===== src/rtl/muldiv_pkg.sv =====
`default_nettype none
// ============================================================
// Package : muldiv_pkg
// Brief   : shared op/state encodings and iteration count
// Rev     : 1.0
// ============================================================
package muldiv_pkg;

  localparam int unsigned c_NUM_ITER = 32;
  localparam int unsigned c_CNT_W    = 5;

  localparam logic [1:0] c_OP_MULT  = 2'b00;
  localparam logic [1:0] c_OP_MULTU = 2'b01;
  localparam logic [1:0] c_OP_DIV   = 2'b10;
  localparam logic [1:0] c_OP_DIVU  = 2'b11;

  localparam int unsigned c_ST_W = 2;
  localparam logic [c_ST_W-1:0] c_ST_IDLE = 2'd0;
  localparam logic [c_ST_W-1:0] c_ST_CALC = 2'd1;
  localparam logic [c_ST_W-1:0] c_ST_FIX  = 2'd2;

endpackage
`default_nettype wire


===== src/rtl/muldiv_step.sv =====
`default_nettype none
// ============================================================
// Module : muldiv_step
// Brief  : one shift-add (multiply) or restoring shift-subtract (divide) bit
// Rev    : 1.0
// ============================================================
module muldiv_step #(
  parameter int WIDTH = 32
) (
  input  logic             i_isDiv,
  input  logic [WIDTH-1:0] i_accHi,
  input  logic [WIDTH-1:0] i_accLo,
  input  logic [WIDTH-1:0] i_operand,
  output logic [WIDTH-1:0] o_accHi,
  output logic [WIDTH-1:0] o_accLo
);

  logic [WIDTH:0]   w_sum;
  logic [WIDTH:0]   w_mulHi;
  logic [WIDTH:0]   w_shifted;
  logic [WIDTH-1:0] w_diff;
  logic             w_fits;

  always_comb begin
    w_sum     = {1'b0, i_accHi} + {1'b0, i_operand};
    w_mulHi   = i_accLo[0] ? w_sum : {1'b0, i_accHi};
    w_shifted = {i_accHi, i_accLo[WIDTH-1]};
    w_fits    = (w_shifted >= {1'b0, i_operand});
    // The true difference is below the divisor, so the low WIDTH bits hold it exactly.
    w_diff    = w_shifted[WIDTH-1:0] - i_operand;
    if (i_isDiv) begin
      o_accHi = w_fits ? w_diff : w_shifted[WIDTH-1:0];
      o_accLo = {i_accLo[WIDTH-2:0], w_fits};
    end else begin
      o_accHi = w_mulHi[WIDTH:1];
      o_accLo = {w_mulHi[0], i_accLo[WIDTH-1:1]};
    end
  end

endmodule
`default_nettype wire


===== src/rtl/muldiv_unit.sv =====
`default_nettype none
// ============================================================
// Module : muldiv_unit
// Brief  : iterative 32-bit multiply/divide with Hi/Lo result registers
// Rev    : 1.0
// ============================================================
module muldiv_unit
  import muldiv_pkg::*;
#(
  parameter int WIDTH = 32
) (
  input  logic             clk,
  input  logic             rst_n,
  input  logic             Start,
  input  logic [1:0]       Op,
  input  logic [WIDTH-1:0] InputA,
  input  logic [WIDTH-1:0] InputB,
  input  logic             WrHi,
  input  logic             WrLo,
  input  logic [WIDTH-1:0] WrData,
  output logic             Busy,
  output logic             Done,
  output logic [WIDTH-1:0] Hi,
  output logic [WIDTH-1:0] Lo
);

  logic [c_ST_W-1:0]  r_state;
  logic [c_ST_W-1:0]  w_nextState;
  logic [c_CNT_W-1:0] r_iterCnt;
  logic [WIDTH-1:0]   r_accHi, r_accLo, r_operand, r_hi, r_lo;
  logic               r_isDiv, r_negRes, r_negRem, r_done;
  logic               w_accept, w_calc, w_fix, w_directWr, w_lastIter;
  logic               w_isSigned, w_opIsDiv, w_negA, w_negB;
  logic [WIDTH-1:0]   w_magA, w_magB, w_stepHi, w_stepLo, w_fixHi, w_fixLo;
  logic [2*WIDTH-1:0] w_product, w_fixProd;

  assign w_isSigned = (Op == c_OP_MULT) || (Op == c_OP_DIV);
  assign w_opIsDiv  = (Op == c_OP_DIV)  || (Op == c_OP_DIVU);
  assign w_negA     = w_isSigned & InputA[WIDTH-1];
  assign w_negB     = w_isSigned & InputB[WIDTH-1];
  assign w_magA     = w_negA ? -InputA : InputA;
  assign w_magB     = w_negB ? -InputB : InputB;
  assign w_lastIter = (r_iterCnt == c_CNT_W'(c_NUM_ITER - 1));

  always_ff @(posedge clk or negedge rst_n) begin
    if (!rst_n) r_state <= c_ST_IDLE;
    else        r_state <= w_nextState;
  end

  always_comb begin
    w_nextState = r_state;
    case (r_state)
      c_ST_IDLE: if (Start) w_nextState = c_ST_CALC;
      c_ST_CALC: if (w_lastIter) w_nextState = c_ST_FIX;
      c_ST_FIX:  w_nextState = c_ST_IDLE;
      default:   w_nextState = c_ST_IDLE;
    endcase
  end

  always_comb begin
    Busy       = (r_state != c_ST_IDLE);
    w_accept   = (r_state == c_ST_IDLE) & Start;
    w_calc     = (r_state == c_ST_CALC);
    w_fix      = (r_state == c_ST_FIX);
    w_directWr = (r_state == c_ST_IDLE) & ~Start;
  end

  muldiv_step #(.WIDTH(WIDTH)) u_step (
    .i_isDiv   (r_isDiv),
    .i_accHi   (r_accHi),
    .i_accLo   (r_accLo),
    .i_operand (r_operand),
    .o_accHi   (w_stepHi),
    .o_accLo   (w_stepLo)
  );

  // Magnitude results get their signs back here; a zero divisor keeps the all-ones quotient.
  assign w_product = {r_accHi, r_accLo};
  assign w_fixProd = r_negRes ? -w_product : w_product;
  assign w_fixLo   = r_isDiv ? (r_negRes ? -r_accLo : r_accLo) : w_fixProd[WIDTH-1:0];
  assign w_fixHi   = r_isDiv ? (r_negRem ? -r_accHi : r_accHi) : w_fixProd[2*WIDTH-1:WIDTH];

  always_ff @(posedge clk or negedge rst_n) begin
    if (!rst_n) begin
      r_iterCnt <= '0;
      r_accHi   <= '0;
      r_accLo   <= '0;
      r_operand <= '0;
      r_isDiv   <= 1'b0;
      r_negRes  <= 1'b0;
      r_negRem  <= 1'b0;
      r_done    <= 1'b0;
      r_hi      <= '0;
      r_lo      <= '0;
    end else begin
      r_done <= w_fix;
      if (w_accept) begin
        r_iterCnt <= '0;
        r_accHi   <= '0;
        r_accLo   <= w_opIsDiv ? w_magA : w_magB;
        r_operand <= w_opIsDiv ? w_magB : w_magA;
        r_isDiv   <= w_opIsDiv;
        r_negRes  <= w_isSigned & (InputA[WIDTH-1] ^ InputB[WIDTH-1])
                     & ~(w_opIsDiv & (InputB == '0));
        r_negRem  <= w_negA;
      end else if (w_calc) begin
        r_iterCnt <= r_iterCnt + 1'b1;
        r_accHi   <= w_stepHi;
        r_accLo   <= w_stepLo;
      end
      if (w_fix) begin
        r_hi <= w_fixHi;
        r_lo <= w_fixLo;
      end else if (w_directWr) begin
        if (WrHi) r_hi <= WrData;
        if (WrLo) r_lo <= WrData;
      end
    end
  end

  assign Done = r_done;
  assign Hi   = r_hi;
  assign Lo   = r_lo;

endmodule
`default_nettype wire


===== config.mk =====
export PLATFORM = sky130hd
export DESIGN_NAME = muldiv_unit
export DESIGN_NICKNAME = d
export VERILOG_FILES = /design/src/rtl/muldiv_pkg.sv /design/src/rtl/muldiv_step.sv /design/src/rtl/muldiv_unit.sv
export SDC_FILE = /design/constraint.sdc
export NUM_CORES = 1
export LEC_CHECK = 0
export BUFFER_PORTS_ARGS = -buffer_cell sky130_fd_sc_hd__buf_2
export CAP_MARGIN = 10
export CORE_ASPECT_RATIO = 1.2
export CORE_MARGIN = 2
export CORE_UTILIZATION = 55
export CTS_BUF_LIST = sky130_fd_sc_hd__clkbuf_8
export DETAILED_ROUTE_END_ITERATION = 16
export GPL_ROUTABILITY_DRIVEN = 0
export PLACE_DENSITY = 0.76
export SYNTH_ARGS = -nofsm -noshare
export SYNTH_HDL_FRONTEND = slang
export SYNTH_HIERARCHICAL = 1
export SYNTH_SLANG_ARGS = --single-unit
export TNS_END_PERCENT = 1

===== constraint.sdc =====
create_clock -name clk -period 3 [get_ports clk]
set_input_delay 0.3 -clock clk [delete_from_list [all_inputs] [get_ports clk]]
set_output_delay 0.3 -clock clk [all_outputs]
set_load 0.01 [all_outputs]

== Word level (Yosys, flattened, before mapping) ==
Cells that the tools add are included.
Storage, ports and cells
  flip-flop bits (word level): 171
  output and inout port bits: 66
  logic and storage cells: 78
Cells by class
  add/sub/neg operators: 8
  order comparisons: 1
  eq/ne operators: 7
  multiplexer cells: 28
  bitwise gates (word level): 10
  reductions and logical operators: 13
Operators by type and width (number)
  $mux 32: 21
  $neg 32->32: 4
  $mux 64: 1
  $neg 64->64: 1
  $add 32x32->33: 1
  $ge 33x32->1: 1
  $mux 33: 1
  $logic_not 32->1: 1
  $sub 32x32->32: 1
  $mux 5: 2
  $reduce_bool 2->1: 5
  $and 1x1->1: 7
  $eq 2x2->1 const B: 3
  $reduce_and 2->1: 3
  $add 5x1->5 const B: 1
  $eq 5x5->1 const B: 1
  $logic_not 2->1: 2
  $mux 2: 2
  $pmux 2 s2: 1
  $eq 2x1->1 const B: 1
  $logic_or 1x1->1: 2
  $ne 2x1->1 const B: 1
  $ne 2x2->1 const B: 1
  $not 1->1: 2
  $xor 1x1->1: 1

== Depth between registers and ports, before layout ==
  depth after elaboration: 6
  depth in mapped cells: 15

== Hierarchy ==
Netlist, hierarchy kept.
By module, submodules not included
  muldiv_unit: instances 1, cells an instance 1255, area an instance 10674.0 um^2, seq. area each 4279.1 um^2
  muldiv_step: instances 1, cells an instance 712, area an instance 4760.8 um^2, seq. area each 0.0 um^2

== Worst setup path after synthesis ==
No wires, ideal clock.
  path type: reg-to-reg
  start: reg r_accHi[0]
  end: reg r_accHi[21]
  data arrival time: 3.044 ns
  required time: 2.879 ns
  setup slack: -0.165 ns
  stages on the path, launching flop included: 13
  period minus slack after synthesis: 3.165 ns
  cells stage by stage: dfrtp_1 -> ha_1 -> fa_1 -> a211oi_2 -> o21ai_2 -> o211ai_1 -> nand2_1 -> or4_4 -> and2_1 -> xor2_1 -> a211oi_1 -> a21oi_1 -> a22o_1
Between the ends
  longest elaborated chain between the ends: 5
  elaborated cells between the ends (all ways): 8
Ends and longest elaborated chain
  from (decl): line muldiv_unit.sv:30  | logic [WIDTH-1:0] r_accHi, r_accLo, r_operand, r_hi, r_lo;
  from (signal assigned): line muldiv_unit.sv:108  | r_accHi <= w_stepHi;
  $add 32x32->33 (tied with other cells): line muldiv_step.sv:25  | w_sum = {1'b0, i_accHi} + {1'b0, i_operand};
  $mux 33 / $mux 32 (equally long branches): line muldiv_step.sv:26, muldiv_step.sv:32
  $mux 32 (*): line muldiv_step.sv:31  | if (i_isDiv) begin
  named net w_stepHi[21]: line muldiv_unit.sv:34  | logic [WIDTH-1:0] w_magA, w_magB, w_stepHi, w_stepLo, w_fixHi, w_fixLo;
  $mux 32 (*): line muldiv_unit.sv:106  | end else if (w_calc) begin
  $mux 32 (*): line muldiv_unit.sv:97  | if (w_accept) begin
The timed path passes the listed nets; every way through them passes the cells marked *. The select of a mux whose other input is x is not followed.
A chain may end at the register's enable or synchronous reset.

== Worst setup path in the final report ==
  start: reg r_operand[0]
  end: reg r_accHi[31]
Between the ends
  longest elaborated chain between the ends: 5
  elaborated cells between the ends (all ways): 8
Ends and longest elaborated chain
  from (decl): line muldiv_unit.sv:30
  from (signal assigned): line muldiv_unit.sv:101  | r_operand <= w_opIsDiv ? w_magB : w_magA;
  $add 32x32->33 (tied with other cells): line muldiv_step.sv:25
  $mux 33 / $mux 32 (equally long branches): line muldiv_step.sv:26, muldiv_step.sv:32
  $mux 32 (*): line muldiv_step.sv:31
  named net w_stepHi[31]: line muldiv_unit.sv:34
  $mux 32 (*): line muldiv_unit.sv:106
  $mux 32 (*): line muldiv_unit.sv:97
Marked as above.

==> run summary <==
The run finished, with violations left. The checks that failed: negative setup slack. The wire length per cell is 22.61 um. Dividing the detail-routed via count by the number of cells gives 6.712. By startpoint and endpoint, the worst setup path is classified as flip-flop to flip-flop. The startpoint identified for the worst hold timing path is WrData[0]. The number of iterations in the first detailed-routing pass came out at 8. The startpoint of the lowest-slack register-to-register path is r_operand[0]$_DFFE_PN0P_. The worst supply voltage drop on vdd came out at 0.0009008 V. The initial core utilization is 55.63%. The maximum fanout encountered on the critical timing path is 4. The first global-routing pass estimated 88,240 um of wire. The worst-margin pin slew is 0.8765 ns. The number of standard-cell rows in the floorplan came out at 67. The number of global-route vias before repair came to 15,909. The required time of the critical path came out at 3.37 ns. The number of flops mapped to enable cells by yosys came out at 0. The worst setup timing slack at the placement stage is -0.1644 ns. The tightest slew margin relative to the limit is 41.57%. The overall global routing resource usage is 38.68%. The worst reg2reg path depth is 12. In this run the static leakage power is 0.007747 uW. The clock period minus final worst setup slack is 3.171 ns. The number of antenna diodes in the final layout is 0. The setup TNS is -0.6666 ns.

After detailed routing, the number of remaining DRC violations is 0. The later pin in the worst-skew pair is clocked with a latency of 0.50 ns. 169 I/O pins were placed. In this run the worst hold path is classified as primary input to flip-flop. The placement-stage cell area is 17,630 um2. The die is 187.5 um tall. The number of antenna violations at the first check in global routing is 0. The post-synthesis sequential element count is 171.

The power density over the cells is 1429 nW/um2. The end point of the most critical hold path is Hi[0]$_DFFE_PN0P_. The max-cap check violation count came out at 0. In this run the cell area of the synthesized design comes to 15,430 um2. The synthesized netlist contains 78 unique library cells. The horizontal extent of the die is 156.9 um.

The tree is rooted in a sky130_fd_sc_hd__clkbuf_8. The total overflow left after global routing is 0. The post-route cell area came out at 18,370 um2. The total routed wirelength is 58,470 um. The H-tree was split into 4 levels. The quantity of I/O buffers inserted on ports is 168.

The CTS sink count is 171. Setup violations remaining at the end of the flow were counted as 12. The fraction of layout cells with a size suffix above 1 came out at 22.88%. The clock slew at the register clock pins of the worst setup and hold paths is 0.10 ns. The fraction of registers with async set/reset came out at 100.0%. The total CTS buffers came out at 17.

The setup slack of the worst register-to-register path came out at -0.17 ns. The HPWL after detailed placement is 44,060 um. Setup repair after global routing could not meet its margin everywhere.

The net count of the finished layout is 2,369. The utilization after layout is 66.19%. The share of synthesized area occupied by flip-flops and latches is 27.72%. The library cell used most frequently in the layout, excluding fill and tap cells, is sky130_fd_sc_hd__nand2_1. The synthesized net count is 2,142. The pin count of the biggest net entering global routing came out at 99. The routed layout has 17,358 vias.

The clock skew is 0.02519 ns. From synthesis to final layout, the design area changed by 18.98%. The endpoint kind of the worst setup timing path is a flip-flop. The buffer depth of the longest clock path is 2.

The fmax came out at 315.4 MHz. In this run the remaining antenna-violating nets after routing total 0. The die covers 29,430 um2. The synthesized netlist cell count is 1,967. The number of max-slew violations in the final report is 0. STA classifies the critical path startpoint as a flip-flop. The worst hold path was traced through 3 stages. The post-layout worst setup margin came out at -0.1708 ns. In the layout the commonest cells are sky130_fd_sc_hd__nand2_1 (192), sky130_fd_sc_hd__a21oi_1 (169), sky130_fd_sc_hd__buf_2 (167), sky130_fd_sc_hd__buf_4 (167), sky130_fd_sc_hd__dfrtp_1 (163).

The hold violation count in the final report is 0. The detailed router's first-iteration violation count came out at 2,306. The worst reg2reg path endpoint is r_accHi[31]$_DFFE_PN0P_. The yosys synthesis warning count came out at 6.

TritonCTS built the clock tree. Of the available clock period, the critical path in the final layout requires 105.7%. The flip-flop cell with the highest count after synthesis is sky130_fd_sc_hd__dfrtp_1.

The arrival time of data at the critical path endpoint came out at 3.54 ns. The total core area came out at 27,750 um2. In this run the mean area of a mapped cell was 7.847 um2.
-- worst max-delay path by stage --
stage	startpoint	end	slack [ns]	cells after the start
floorplan	r_accHi[0]$_DFFE_PN0P_	r_accHi[21]$_DFFE_PN0P_	-0.004	12
global placement	r_operand[0]$_DFFE_PN0P_	r_accHi[29]$_DFFE_PN0P_	-0.07	12
CTS	r_operand[0]$_DFFE_PN0P_	r_accHi[21]$_DFFE_PN0P_	-0.1	12
detailed placement	r_operand[0]$_DFFE_PN0P_	r_accHi[31]$_DFFE_PN0P_	-0.16	12
global route	r_operand[0]$_DFFE_PN0P_	r_accHi[31]$_DFFE_PN0P_	-0.27	12
finish	r_operand[0]$_DFFE_PN0P_	r_accHi[31]$_DFFE_PN0P_	-0.17	12
-- synth_stat cells (all sizes together) (24+ instances only) --
cell | count | share of area [%]
nand2 | 194 | 4.7
a21oi | 176 | 5.7
o21ai | 176 | 5.7
dfrtp | 171 | 28
nor2 | 142 | 3.5
clkbuf | 121 | 2.9
xor2 | 98 | 5.6
ha | 70 | 5.7
inv | 70 | 1.7
xnor2 | 68 | 3.9
nor3 | 48 | 1.6
o22ai | 44 | 1.8
nand3 | 38 | 1.2
a22o | 32 | 1.8
a211oi | 31 | 1.6
o221ai | 31 | 1.8
mux2 | 30 | 2.2
or4 | 29 | 1.5
nand4 | 26 | 1.1
nor4 | 26 | 1.1
mux2i | 24 | 1.6
-- logic make-up (layout without fill, tap and decap cells) --
logic type / count (synthesis) / after routing / synth area share (%)
AO/OA/AOI/OAI: 684 / 684 / 28.53
AND/OR/NAND/NOR: 617 / 617 / 19.63
buffers and inverters: 203 / 443 / 5.010
flip-flops: 171 / 171 / 27.72
XOR/XNOR: 166 / 166 / 9.420
adder cells (fa/ha/maj): 72 / 72 / 5.934
multiplexers: 54 / 54 / 3.745
-- power breakdown --
group          switching, uW  internal (uW)  total [uW]
sequential              1210           3480        4690
clock                   1030            731        1770
combinational          11300           8440       19800
total                  13600          12700       26200
-- what timing repair did --
item | CTS | global route
gates resized for setup | 14 | 59
setup buffers | 0 | 0
hold buffers | 1 | 0
hold endpoints to repair | 54 | 0
pin swaps | 2 | 7
cloned | 0 | 0
setup endpoints to repair | 19 | 45
-- metrics by stage --
step                      cells  total power [uW]  hold WS, ns
after floorplan            1967             16450     0.004409
after global placement     2553             22530       0.3326
after detailed placement   2553             22910       0.3352
after CTS                  2586             24890      0.05475
after global routing       2586             27770      0.08314
final                      2586             26240      0.06342
-- critical path: stages (launching register included) --
cell and delay [ns]:
sky130_fd_sc_hd__dfrtp_1 0.44, sky130_fd_sc_hd__ha_4 0.19, sky130_fd_sc_hd__fa_2 0.37, sky130_fd_sc_hd__a211oi_2 0.22, sky130_fd_sc_hd__o21ai_2 0.09, sky130_fd_sc_hd__o211ai_1 0.19
sky130_fd_sc_hd__nand2_1 0.11, sky130_fd_sc_hd__or4_4 0.54, sky130_fd_sc_hd__nand4_1 0.15, sky130_fd_sc_hd__a21boi_1 0.09, sky130_fd_sc_hd__o311ai_1 0.31, sky130_fd_sc_hd__o21ai_1 0.13
sky130_fd_sc_hd__a22o_1 0.23
-- layer usage --
metal	wire length, um	vias up	GRT usage, %
met1	21310	8137	46.97
met3	5794	289	7.696
met2	26320	1173	60.90
met5	0	-	0
met4	5042	0	27.66
li1	-	7759	-
-- sequential cells by signal, indices dropped and copies added (netlist names) --
name       count
r_accHi       32
r_iterCnt      5
r_accLo       32
Hi            32
Done           1
r_negRem       1
r_state        2
r_negRes       1
r_operand     32
r_isDiv        1
Lo            32
-- cell type report --
type	count	area [um2]
Multi-Input combinational cell	1593	10720
Fill cell	2336	9383
Sequential cell	171	4292
Timing Repair Buffer	341	2211
Tap cell	379	474.2
Inverter	70	262.8
Clock buffer	18	247.7
Clock inverter	14	162.7
Note: power is estimated with default switching activity, not from simulation.
